===== config.mk =====
export PLATFORM = sky130hd
export DESIGN_NAME = weight_update_sequencer
export DESIGN_NICKNAME = d
export VERILOG_FILES = /design/src/rtl/fpgann_pkg.sv /design/src/rtl/error_vector_gen.sv /design/src/rtl/weight_update_sequencer.sv
export SDC_FILE = /design/constraint.sdc
export NUM_CORES = 1
export LEC_CHECK = 0
export ABC_AREA = 0
export ABC_CLOCK_PERIOD_IN_PS = 1400
export BUFFER_PORTS_ARGS = -buffer_cell sky130_fd_sc_hd__buf_2
export CAP_MARGIN = 30
export CORE_MARGIN = 2
export CORE_UTILIZATION = 42
export CTS_CLUSTER_SIZE = 25
export DETAILED_ROUTE_END_ITERATION = 7
export PLACE_DENSITY_LB_ADDON = 0.05
export RECOVER_POWER = 25
export SLEW_MARGIN = 20
export SYNTH_ARGS = -nofsm -noshare
export SYNTH_HDL_FRONTEND = slang
export SYNTH_SLANG_ARGS = --single-unit

===== constraint.sdc =====
create_clock -name clk -period 1.4 [get_ports clk]
set_input_delay 0.14 -clock clk [delete_from_list [all_inputs] [get_ports clk]]
set_output_delay 0.14 -clock clk [all_outputs]
set_load 0.02 [all_outputs]

===== src/rtl/fpgann_pkg.sv =====
// Shared types and constants for the training-pass weight update path.
package fpgann_pkg;

   localparam int unsigned IMG_SIZE = 256;
   localparam int unsigned CLASSES  = 10;
   localparam int unsigned ADDR_W   = $clog2(IMG_SIZE);
   localparam int unsigned LABEL_W  = 4;
   localparam int unsigned DELTA_W  = 8;

   localparam logic signed [DELTA_W-1:0] ERR_MAG = 8'sd32;

   typedef enum logic [1:0] {
      IDLE = 2'd0,
      RD   = 2'd1,
      WR   = 2'd2,
      DONE = 2'd3
   } seq_state_t;

   typedef logic [CLASSES-1:0][DELTA_W-1:0] delta_vec_t;

endpackage


===== src/rtl/error_vector_gen.sv =====
// Combinational per-class error vector: +ERR_MAG at the label, -ERR_MAG at the prediction.
module error_vector_gen
   import fpgann_pkg::*;
(
   input  logic [LABEL_W-1:0] label,
   input  logic [LABEL_W-1:0] predicted,
   output delta_vec_t         err,
   output logic               invalid
);

   // Build each class entry; out-of-range indices simply never match a class.
   always_comb begin
      logic signed [DELTA_W-1:0] v;
      err = '0;
      v   = '0;
      for (int c = 0; c < CLASSES; c++) begin
         v = '0;
         if (LABEL_W'(c) == label) begin
            v = v + ERR_MAG;
         end
         if (LABEL_W'(c) == predicted) begin
            v = v - ERR_MAG;
         end
         err[c] = v;
      end
      invalid = (label >= LABEL_W'(CLASSES)) || (predicted >= LABEL_W'(CLASSES));
   end

endmodule


===== src/rtl/weight_update_sequencer.sv =====
// Walks every pixel address after a classification and strobes per-class weight deltas.
module weight_update_sequencer
   import fpgann_pkg::*;
#(
   parameter int unsigned READ_LATENCY = 1
)
(
   input  logic                clk,
   input  logic                rst,
   input  logic                start,
   input  logic [LABEL_W-1:0]  label,
   input  logic [LABEL_W-1:0]  predicted,
   output logic                busy,
   output logic                done,
   output logic                label_err,
   output logic [ADDR_W-1:0]   bram_addr,
   output logic                en_update,
   output delta_vec_t          weight_deltas,
   output logic [ADDR_W-1:0]   pixel_addr,
   input  logic                pixel_in
);

   localparam int unsigned CNT_W = (READ_LATENCY > 1) ? $clog2(READ_LATENCY) : 1;
   localparam logic [CNT_W-1:0] LAT_LOAD = CNT_W'(READ_LATENCY - 1);
   localparam logic [ADDR_W-1:0] LAST_ADDR = ADDR_W'(IMG_SIZE - 1);

   seq_state_t        state_q, state_d;
   logic [ADDR_W-1:0] addr_q, addr_d;
   logic [CNT_W-1:0]  lat_q, lat_d;
   delta_vec_t        err_q, err_d;
   logic              label_err_q, label_err_d;
   logic              busy_q, busy_d;
   logic              done_q, done_d;
   logic              en_update_q, en_update_d;

   delta_vec_t        err_c;
   logic              invalid_c;

   error_vector_gen u_err_gen (
      .label     (label),
      .predicted (predicted),
      .err       (err_c),
      .invalid   (invalid_c)
   );

   // State and output registers with synchronous reset.
   always_ff @(posedge clk) begin
      if (rst) begin
         state_q     <= IDLE;
         addr_q      <= '0;
         lat_q       <= '0;
         err_q       <= '0;
         label_err_q <= 1'b0;
         busy_q      <= 1'b0;
         done_q      <= 1'b0;
         en_update_q <= 1'b0;
      end else begin
         state_q     <= state_d;
         addr_q      <= addr_d;
         lat_q       <= lat_d;
         err_q       <= err_d;
         label_err_q <= label_err_d;
         busy_q      <= busy_d;
         done_q      <= done_d;
         en_update_q <= en_update_d;
      end
   end

   // Next-state logic; registered outputs follow the next state so they line up with it.
   always_comb begin
      state_d     = state_q;
      addr_d      = addr_q;
      lat_d       = lat_q;
      err_d       = err_q;
      label_err_d = label_err_q;

      case (state_q)
         IDLE: begin
            if (start) begin
               err_d = err_c;
               if (invalid_c) begin
                  label_err_d = 1'b1;
                  state_d     = DONE;
               end else if (label == predicted) begin
                  state_d = DONE;
               end else begin
                  addr_d  = '0;
                  lat_d   = LAT_LOAD;
                  state_d = RD;
               end
            end
         end
         RD: begin
            if (lat_q == '0) begin
               state_d = WR;
            end else begin
               lat_d = lat_q - CNT_W'(1);
            end
         end
         WR: begin
            if (addr_q == LAST_ADDR) begin
               state_d = DONE;
            end else begin
               addr_d  = addr_q + ADDR_W'(1);
               lat_d   = LAT_LOAD;
               state_d = RD;
            end
         end
         DONE: begin
            label_err_d = 1'b0;
            state_d     = IDLE;
         end
         default: begin
            state_d = IDLE;
         end
      endcase

      busy_d      = (state_d == RD) || (state_d == WR);
      done_d      = (state_d == DONE);
      en_update_d = (state_d == WR);
   end

   // Deltas use the pixel presented during the write cycle itself, so they are gated live.
   assign weight_deltas = (en_update_q && pixel_in) ? err_q : '0;

   assign busy       = busy_q;
   assign done       = done_q;
   assign label_err  = label_err_q;
   assign en_update  = en_update_q;
   assign bram_addr  = addr_q;
   assign pixel_addr = addr_q;

endmodule


After elaboration in Yosys (flattened, before gate mapping):

Index checks and enable logic that the tools add are counted.

* add/sub/neg operators: 12
* equality and inequality tests: 31
* muxes and demuxes: 41
* reduce and logical (&&, ||, !) cells: 13
* order comparisons: 2

Operators by type and width (number)
* $mux W8: 14
* $mux W80: 1
* $sub A6 B6 Y7 const B: 10
* $mux W6: 10
* $eq A3 B4 Y1 const A: 8
* $eq A2 B4 Y1 const A: 4
* $eq A4 B4 Y1 const A: 4
* $pmux W8 S2: 1
* $mux W2: 5
* $ne A2 B2 Y1 const B: 5
* $reduce_and A5 Y1: 2
* $add A8 B1 Y8 const B: 1
* $eq A1 B4 Y1 const A: 2
* $eq A2 B2 Y1 const B: 4
* $eq A8 B8 Y1 const B: 1
* $ge A4 B4 Y1 const B: 2
* $logic_not A4 Y1: 2
* $pmux W2 S4: 1
* $mux W1: 7
* $eq A2 B1 Y1 const B: 2
* $eq A4 B4 Y1: 1
* $reduce_bool A2 Y1: 2
* $pmux W1 S3: 1
* $reduce_and A3 Y1: 1
* 7 further kinds: 8

* input port bits: 12
* output and inout bits: 100
* register bits after elaboration: 95
* word-level logic and storage cells: 116

Longest topological paths before layout:

Gate-level depths: netlist (run 1).

* depth in word-level cells: 7
* gate-level depth with buffers: 7
* depth with buffers taken out: 7

Modules after synthesis:

Synthesis (run 1) repeated with hierarchy kept, for this count alone.

* cells, all modules: 651
* area total of the unflattened synthesis: 4919.7 um^2

By module, submodules not included
* weight_update_sequencer: times used 1, area an instance 4129.0 um^2, cells an instance 536, seq. area each 1881.8 um^2
* error_vector_gen: times used 1, area an instance 790.8 um^2, cells an instance 115, seq. area each 0.0 um^2

Worst setup path before layout (run 1):

OpenSTA, ideal clock, no wires.

* path type: reg2reg
* start point: register addr_q[1], in the netlist bram_addr[1]
* end point: register addr_q[2], in the netlist bram_addr[2]
* data required time: 1268 ps
* path slack: -241 ps
* arrival time: 1508 ps
* cell stages (with the launch flop): 6
* cell sequence: dfxtp_1 ha_1 and4_1 a41oi_2 a22oi_1 o31ai_1

* word-level cells in the longest chain between the ends: 3

RTL lines
* from (decl): RTL line weight_update_sequencer.sv:28 `logic [ADDR_W-1:0] addr_q, addr_d;`
* from (signal assigned): RTL line weight_update_sequencer.sv:59 `addr_q <= addr_d;`
* $add A8 B1 Y8 or $eq A8 B8 Y1 (tied branches): RTL line weight_update_sequencer.sv:104, weight_update_sequencer.sv:101
* $mux W8 or $ne A2 B2 Y1 (tied branches)
* $pmux W8 S2 or $reduce_and A5 Y1 (tied branches)

Parallel ways exist; a longest one is shown, timed or not. The select of a mux whose other input is x is not followed.
A chain may end at the register's enable or synchronous reset.

Final worst setup path (run 1):

* start point: register addr_q[0], in the netlist bram_addr[0]
* end point: register busy_q, in the netlist busy

* word-level cells in the longest chain between the ends: 5

RTL lines
* $eq A8 B8 Y1 *: RTL line weight_update_sequencer.sv:101 `if (addr_q == LAST_ADDR) begin`
* $mux W2 *: RTL line weight_update_sequencer.sv:101
* $pmux W2 S4 *: RTL line weight_update_sequencer.sv:77 `case (state_q)`
* $eq A2 B1 Y1 or $eq A2 B2 Y1 (tied branches): RTL line weight_update_sequencer.sv:118 `busy_d = (state_d == RD) || (state_d == WR);`
* $logic_or A1 B1 Y1 *: RTL line weight_update_sequencer.sv:118
* to (signal assigned): RTL line weight_update_sequencer.sv:63 `busy_q <= busy_d;`
* to (decl): RTL line weight_update_sequencer.sv:32 `logic busy_q, busy_d;`

Mark *: on every way between the ends. The rest lies on a longest branch, timed or not.

==> out/summary.json, run 1 <==
{
  "outcome": {
    "status": "complete, no violations"
  },
  "pwr": {
    "powerDensity_nw_per_um2": 838.1,
    "clock_power_share": 0.323,
    "total_power_w": 0.002407,
    "power.leakage_nw": 1.360,
    "comb_power_share": 0.241,
    "total_switching_power_w": 0.0008043,
    "switching_power_as_a_share_of_total_power": 0.3342,
    "worst_ir_drop_vdd_mv": 0.4545,
    "p_int_w": 0.001602,
    "power.sequential.fraction": 0.436
  },
  "sta": {
    "timing.final.crit_period_ns": 1.373,
    "post-route-period-util": 0.9806,
    "grt_setup_unrepaired": "true",
    "finalSetupViolations": 0,
    "timing.fmax_ghz": 0.7285,
    "worst_clock_skew_ns": 0.009395,
    "layout_setup_ws_ns": 0.02722,
    "timing_max_transition_violations_final": 0,
    "report.final.hold_viol_count": 0
  },
  "setup_path": {
    "critPathArrivalTime_ns": 1.60,
    "crit_path_top_delay_cell": "dfxtp_4",
    "critPathMaxFanout": 3,
    "cell_chain_of_the_critical_path": "ha_4, nand4_1, nor3_2, a21oi_1, nand2_1, ha_1, nor2_1",
    "worstSetupPathType": "flip-flop to flip-flop",
    "slowest_delay_ns": 0.36,
    "worst_setup_path_end_kind": "flip-flop",
    "cp_data_required_time_ns": 1.63,
    "crit_path_launch_type": "flip-flop"
  },
  "floorplanning": {
    "fp.dieArea_um2": 6419,
    "row_count": 27,
    "floorplan.die.width_um": 80.12,
    "die-height_um": 80.12,
    "floorplan.core_area_um2": 5540,
    "boundaryPins": 112,
    "initial_util": 0.4393
  },
  "logic_synthesis": {
    "netlist.area_leader.share": 0.2797,
    "syn_inst": 308,
    "post_synth_fa_ha_maj_area_fraction": 0.06684,
    "ys_top_cells_by_count": "68 x buf_4, 38 x nand2_1, 34 x dfxtp_1, 25 x nor2_1, 21 x and3_1",
    "synth_ff_type": "dfxtp_1",
    "share_of_synthesized_area_occupied_by_flip_flops_and_latches": 0.2797,
    "yosysMostFrequentCell": "buf_4",
    "synth_simple_gate_area_share": 0.2494,
    "synth_top_family_by_area": "buffers and inverters",
    "netlist_top_cells_area": "dfxtp_1 28%, buf_4 21%, ha_1 6.7%",
    "synth_cell_type_count": 41,
    "synthMuxAreaShare": 0.004113,
    "synth_async_sr_flop_share": 0,
    "synth-compound-area-share": 0.1224,
    "postSynthRegisterBits": 34,
    "summed_instance_area_of_the_synthesized_netlist_um2": 2434,
    "synth-edff-count": 0,
    "synthDominantAreaCellType": "dfxtp_1",
    "post_synth_xor_area_fraction": 0.02468,
    "ys_warn_count": 0,
    "synth_area_per_cell_um2": 7.901
  },
  "worst_hold_path": {
    "hold_path.class": "primary input to flip-flop"
  },
  "detailed_routing": {
    "drt-wirelength-per-cell_um": 12.59,
    "route.final.wire_length_um": 5614,
    "firstDrtPassIters": 4,
    "remaining_drc_errors": 0,
    "route.antenna.remaining_nets": 0,
    "num_vias": 2134,
    "via_count_normalized_by_instance_count": 4.785,
    "detail_route.iter0.violations": 75
  },
  "place": {
    "numPortBuffers": 61,
    "finalWeightedCongestion": 0.7872,
    "dp_slack_ns": -0.04399,
    "hpwlAfterDp_um": 4169
  },
  "finish": {
    "n_antenna_cell": 0,
    "syn2layout_area_growth_pct": 17.99,
    "num-fill-cells": 585,
    "nets": 398,
    "drive_gt1_frac": 0.2941
  },
  "clock_network": {
    "cts_made_buffers": 5,
    "clk_root_buffer_cell": "clkbuf_8",
    "tritoncts_num_sinks": 34,
    "post_cts_hold_buffer_count": 0,
    "tritoncts": "built",
    "htreeDepth": 2,
    "clock_tree.buffer_depth": 2,
    "clkTransAtPathRegs_ns": 0.08,
    "clkLatencyLatePin_ns": 0.29,
    "post_cts.repair.setup_buffers": 0
  },
  "grt": {
    "grt_antenna_before_repair": 0,
    "grt_usage": 0.1673,
    "first_global_vias": 1734,
    "grt-ovfl-total": 0,
    "grt_max_degree": 32,
    "grt_first_pass_wirelength_um": 8335
  },
  "flow_run": {
    "total_of_max_cap_violations": 0
  }
}
[routing by layer]
metal  vias to the layer above  part of all wire  track usage
met5                         -                 0            0
met4                         0             0.018      0.07119
met3                         9             0.076      0.03820
met2                        95              0.43       0.2458
met1                       979              0.48       0.2336
li1                       1051                 -            -
[registers in the layout (all words and copies together), names as in the netlist]
| register | flops |
|---|---|
| err_q | 20 |
| bram_addr | 8 |
| state_q | 2 |
| busy | 1 |
| done | 1 |
| en_update | 1 |
| label_err | 1 |
[kinds of logic after synthesis]
| logic type | after synthesis |
|---|---|
| XOR/XNOR | 6 |
| AO/OA/AOI/OAI | 41 |
| buffers and inverters | 92 |
| other | 1 |
| multiplexers | 1 |
| AND/OR/NAND/NOR | 120 |
| flip-flops | 34 |
| adder cells (fa/ha/maj) | 13 |
[placed cells by master, fill, tap and decap left out, drive strengths merged, types with 2 or more instances in the layout]
master,n
nand3,7
a21oi,13
a211oi,11
xor2,4
clkbuf,23
conb,50
o31ai,7
dfxtp,34
o21ai,3
nor4,2
nor2b,6
ha,13
nand2,38
and3,21
xnor2,2
o211ai,3
inv,9
buf,75
nor3,8
nand2b,4
nor2,25
[critical path, delay by kind of cell, from the launching register on]
kind | cells | cell delay [ns]
simple gates | 4 | 0.35
compound gates | 1 | 0.15
flops | 1 | 0.36
fa+ha+maj | 2 | 0.45
[area by class of cell]
cell class / count / area [um2] / share of cell area
clock buffer: 6 / 82.58 / 0.02876
tap: 72 / 90.09 / 0.03137
timing repair buffer: 92 / 564.3 / 0.1965
inverter: 9 / 33.78 / 0.01176
clock inverter: 2 / 12.51 / 0.004357
multi-input combinational: 231 / 1395 / 0.4858
sequential: 34 / 693.2 / 0.2414
[path summary, 6_finish.rpt]
kind	from	to	slack, ns	depth (start not counted)
setup / recovery	bram_addr[0]	busy	0.03	7
hold / removal	start	state_q[1]	0.22	3
setup reg to reg	bram_addr[0]	busy	0.03	7
hold reg to reg	err_q[38]	err_q[38]	0.45	2
[repair_timing]
action	4_1_cts	5_1_grt
setup endpoints to repair	3	16
cloned	0	1
pin swaps	3	2
gates resized for setup	1	13
[power groups by stage]
stage	registers, W	clock network [W]	logic, W
final	0.00105	0.000777	0.000579
after CTS	0.00105	0.000795	0.000549
after global placement	0.00107	0	0.000542
after detailed placement	0.00107	0	0.000547
after floorplan	0.00108	0	0.000468
after global routing	0.00105	0.000850	0.000636
[through the flow]
step | instances | hold WS, ns | cell area, um2 | util | setup TNS, ns
2_1_floorplan | 357 | 0.3485 | 2655 | - | 0
3_3_place_gp | 437 | 0.4417 | 2723 | 0.4914 | 0
3_5_place_dp | 437 | 0.4460 | 2723 | 0.4914 | -0.1175
4_1_cts | 445 | 0.2170 | 2823 | 0.5095 | -0.003941
5_1_grt | 446 | 0.2262 | 2872 | 0.5183 | -0.3821
6_report | 446 | 0.2227 | 2872 | 0.5183 | 0
(Power assumes the default switching activity.)
==> inputs of run 2 (changes only) <==
Settings changed: RECOVER_POWER 25 to unset.
==> out/summary.json, run 2 (synthesis results as in run 1) <==
{
  "floorplanning": {
    "floorplan.core_area": {"value": 5540, "unit": "um2", "change": "unchanged"},
    "floorplan.die.width": {"value": 80.12, "unit": "um", "change": "unchanged"},
    "fp.dieArea": {"value": 6419, "unit": "um2", "change": "unchanged"},
    "boundaryPins": {"value": 112, "change": "unchanged"},
    "die-height": {"value": 80.12, "unit": "um", "change": "unchanged"},
    "initial_util": {"value": 0.4393, "change": "unchanged"},
    "row_count": {"value": 27, "change": "unchanged"}
  },
  "place": {
    "cell_count_after_placement": {"value": 437, "change": "unchanged"},
    "hpwlAfterDp": {"value": 4169, "unit": "um", "change": "unchanged"},
    "numPortBuffers": {"value": 61, "change": "unchanged"},
    "finalWeightedCongestion": {"value": 0.7872, "change": "unchanged"}
  },
  "clock_network": {
    "clkLatencyLatePin": {"value": 0.29, "unit": "ns", "change": "about the same"},
    "htreeDepth": {"value": 2, "change": "unchanged"},
    "tritoncts": "built",
    "post_cts_hold_buffer_count": {"value": 0, "change": "unchanged"},
    "cts_made_buffers": {"value": 5, "change": "unchanged"},
    "clk_root_buffer_cell": "clkbuf_8",
    "tritoncts_num_sinks": {"value": 34, "change": "unchanged"},
    "clkTransAtPathRegs": {"value": 0.08, "unit": "ns", "change": "about the same"},
    "clock_tree.buffer_depth": {"value": 2, "change": "unchanged"}
  },
  "detailed_routing": {
    "num_vias": {"value": 2124, "change": "-0.47%"},
    "remaining_drc_errors": {"value": 0, "change": "unchanged"},
    "drt-wirelength-per-cell": {"value": 12.52, "unit": "um", "change": "-0.53%"},
    "route.final.wire_length": {"value": 5584, "unit": "um", "change": "-0.53%"},
    "via_count_normalized_by_instance_count": {"value": 4.762, "change": "-0.47%"},
    "firstDrtPassIters": {"value": 4, "change": "unchanged"},
    "route.antenna.remaining_nets": {"value": 0, "change": "unchanged"},
    "detail_route.iter0.violations": {"value": 75, "change": "unchanged"}
  },
  "flow_run": {
    "total_of_max_cap_violations": {"value": 0, "change": "unchanged"}
  },
  "finish": {
    "syn2layout_area_growth_pct": 18.87,
    "largest_register": "err_q",
    "layout.cells.most_common": "buf_2",
    "nets": {"value": 398, "change": "unchanged"},
    "n_antenna_cell": {"value": 0, "change": "unchanged"},
    "post-route-util": {"value": 0.5221, "change": "+0.003839"},
    "num-fill-cells": {"value": 573, "change": "-2.1%"},
    "largest_register_ffs": {"value": 20, "change": "unchanged"},
    "stdcell_count": {"value": 446, "change": "unchanged"},
    "mostFrequentLayoutCells": "61 x buf_2, 50 x conb_1, 38 x nand2_1",
    "drive_gt1_frac": {"value": 0.3396, "change": "+0.04545"}
  },
  "sta": {
    "finalHoldWorstSlack": {"value": 0.2219, "unit": "ns", "change": "-0.0008020 ns"},
    "worst_clock_skew": {"value": 0.009648, "unit": "ns", "change": "+0.0002526 ns"},
    "post-route-period-util": {"value": 0.9808, "change": "about the same"},
    "timing_max_transition_violations_final": {"value": 0, "change": "unchanged"},
    "timing.final.crit_period": {"value": 1.373, "unit": "ns", "change": "+0.0003706 ns"},
    "timing.fmax": {"value": 0.7283, "unit": "GHz", "change": "about the same"},
    "report.final.hold_viol_count": {"value": 0, "change": "unchanged"},
    "finalSetupViolations": {"value": 0, "change": "unchanged"},
    "grt_setup_unrepaired": "true"
  },
  "worst_hold_path": {
    "hold_start": "start",
    "hold_path.class": "primary input to flip-flop",
    "holdPathStages": {"value": 3, "change": "unchanged"},
    "hold_path_end": "state_q[1]"
  },
  "pwr": {
    "switching_power_as_a_share_of_total_power": {"value": 0.3335, "change": "-0.0007345"},
    "powerDensity": {"value": 833.3, "unit": "nW/um2", "change": "-0.58%"},
    "power.sequential.fraction": {"value": 0.435, "change": "about the same"},
    "clock_power_share": {"value": 0.323, "change": "about the same"},
    "power.leakage": {"value": 1.429, "unit": "nW", "change": "+5.1%"},
    "total_switching_power": {"value": 0.0008038, "unit": "W", "change": "about the same"},
    "comb_power_share": {"value": 0.242, "change": "about the same"},
    "worst_ir_drop_vdd": {"value": 0.4545, "unit": "mV", "change": "unchanged"},
    "p_int": {"value": 0.001607, "unit": "W", "change": "+0.27%"}
  },
  "grt": {
    "first_global_vias": {"value": 1734, "change": "unchanged"},
    "grt_max_degree": {"value": 32, "change": "unchanged"},
    "grt-ovfl-total": {"value": 0, "change": "unchanged"},
    "grt_first_pass_wirelength": {"value": 8335, "unit": "um", "change": "unchanged"},
    "grt_antenna_before_repair": {"value": 0, "change": "unchanged"},
    "grt_usage": {"value": 0.1673, "change": "unchanged"}
  },
  "setup_path": {
    "cp_data_required_time": {"value": 1.63, "unit": "ns", "change": "about the same"},
    "reg2reg_slack": {"value": 0.03, "unit": "ns", "change": "about the same"},
    "worstSetupPathType": "flip-flop to flip-flop",
    "crit-reg2reg-launch": "bram_addr[0]",
    "critPathArrivalTime": {"value": 1.60, "unit": "ns", "change": "about the same"},
    "worstRegToRegCells": {"value": 7, "change": "unchanged"},
    "crit_path_launch_type": "flip-flop",
    "worst_setup_path_end_kind": "flip-flop",
    "critPathMaxFanout": {"value": 3, "change": "unchanged"},
    "worstReg2RegEnd": "busy"
  },
  "outcome": {
    "status": "complete, no violations"
  }
}
==> run 2: how the worst max path moves through the flow <==
stage                             from           end  slack (ns)  cells past startpoint
after CTS                 bram_addr[0]          busy      -0.004                      7
after floorplan           bram_addr[4]          busy      0.0004                      6
after detailed placement  bram_addr[0]          busy       -0.04                      7
final                     bram_addr[0]          busy        0.03                      7
after global placement      state_q[1]  bram_addr[6]       0.003                      4
after global routing      bram_addr[0]  bram_addr[2]       -0.06                      6
==> run 2: what timing repair did <==
item	in CTS	in global routing
hold endpoints to repair	0	0
pin swaps	3	2
setup buffers	0	0
cloned	0	1
resized for setup	1	13
setup endpoints to repair	3	16
==> run 2: metrics by stage <==
step	total power (W)	area (um2)	setup WS, ns	setup TNS (ns)
floorplan	0.001549	2655	0.0003514	0
global placement	0.001612	2723	0.002929	0
detailed placement	0.001617	2723	-0.04399	-0.1175
CTS	0.002392	2823	-0.003941	-0.003941
global route	0.002544	2893	-0.05535	-0.3844
finish	0.002410	2893	0.02685	0
==> run 2: metal layers <==
metal	part of all wire	vias to the layer above	track usage
met5	0	-	0
met4	0.018	0	0.07119
met3	0.069	9	0.03820
met2	0.43	88	0.2458
met1	0.48	976	0.2336
li1	-	1051	-
==> run 2: worst max-delay path, stage by stage (launching register included) <==
cell     delay [ns]
dfxtp_4        0.36
ha_4           0.16
nand4_1        0.11
nor3_2         0.06
a21oi_1        0.15
nand2_1        0.10
ha_1           0.29
nor2_1         0.08
==> run 2: power by group through the flow <==
| stage | Combinational, W | Sequential (W) | Clock [W] |
|---|---|---|---|
| after global placement | 0.000542 | 0.00107 | 0 |
| final | 0.000583 | 0.00105 | 0.000778 |
| after detailed placement | 0.000547 | 0.00107 | 0 |
| after global routing | 0.000640 | 0.00105 | 0.000850 |
| after floorplan | 0.000468 | 0.00108 | 0 |
| after CTS | 0.000549 | 0.00105 | 0.000795 |
==> run 2: layout make-up <==
type                       instances  area (um2)  area share
clock buffer                       6       82.58     0.02855
timing repair buffer              92       584.3      0.2020
multi-input combinational        231        1395      0.4823
clock inverter                     2       12.51    0.004325
tap                               72       90.09     0.03114
inverter                           9       33.78     0.01168
sequential                        34       694.4      0.2401
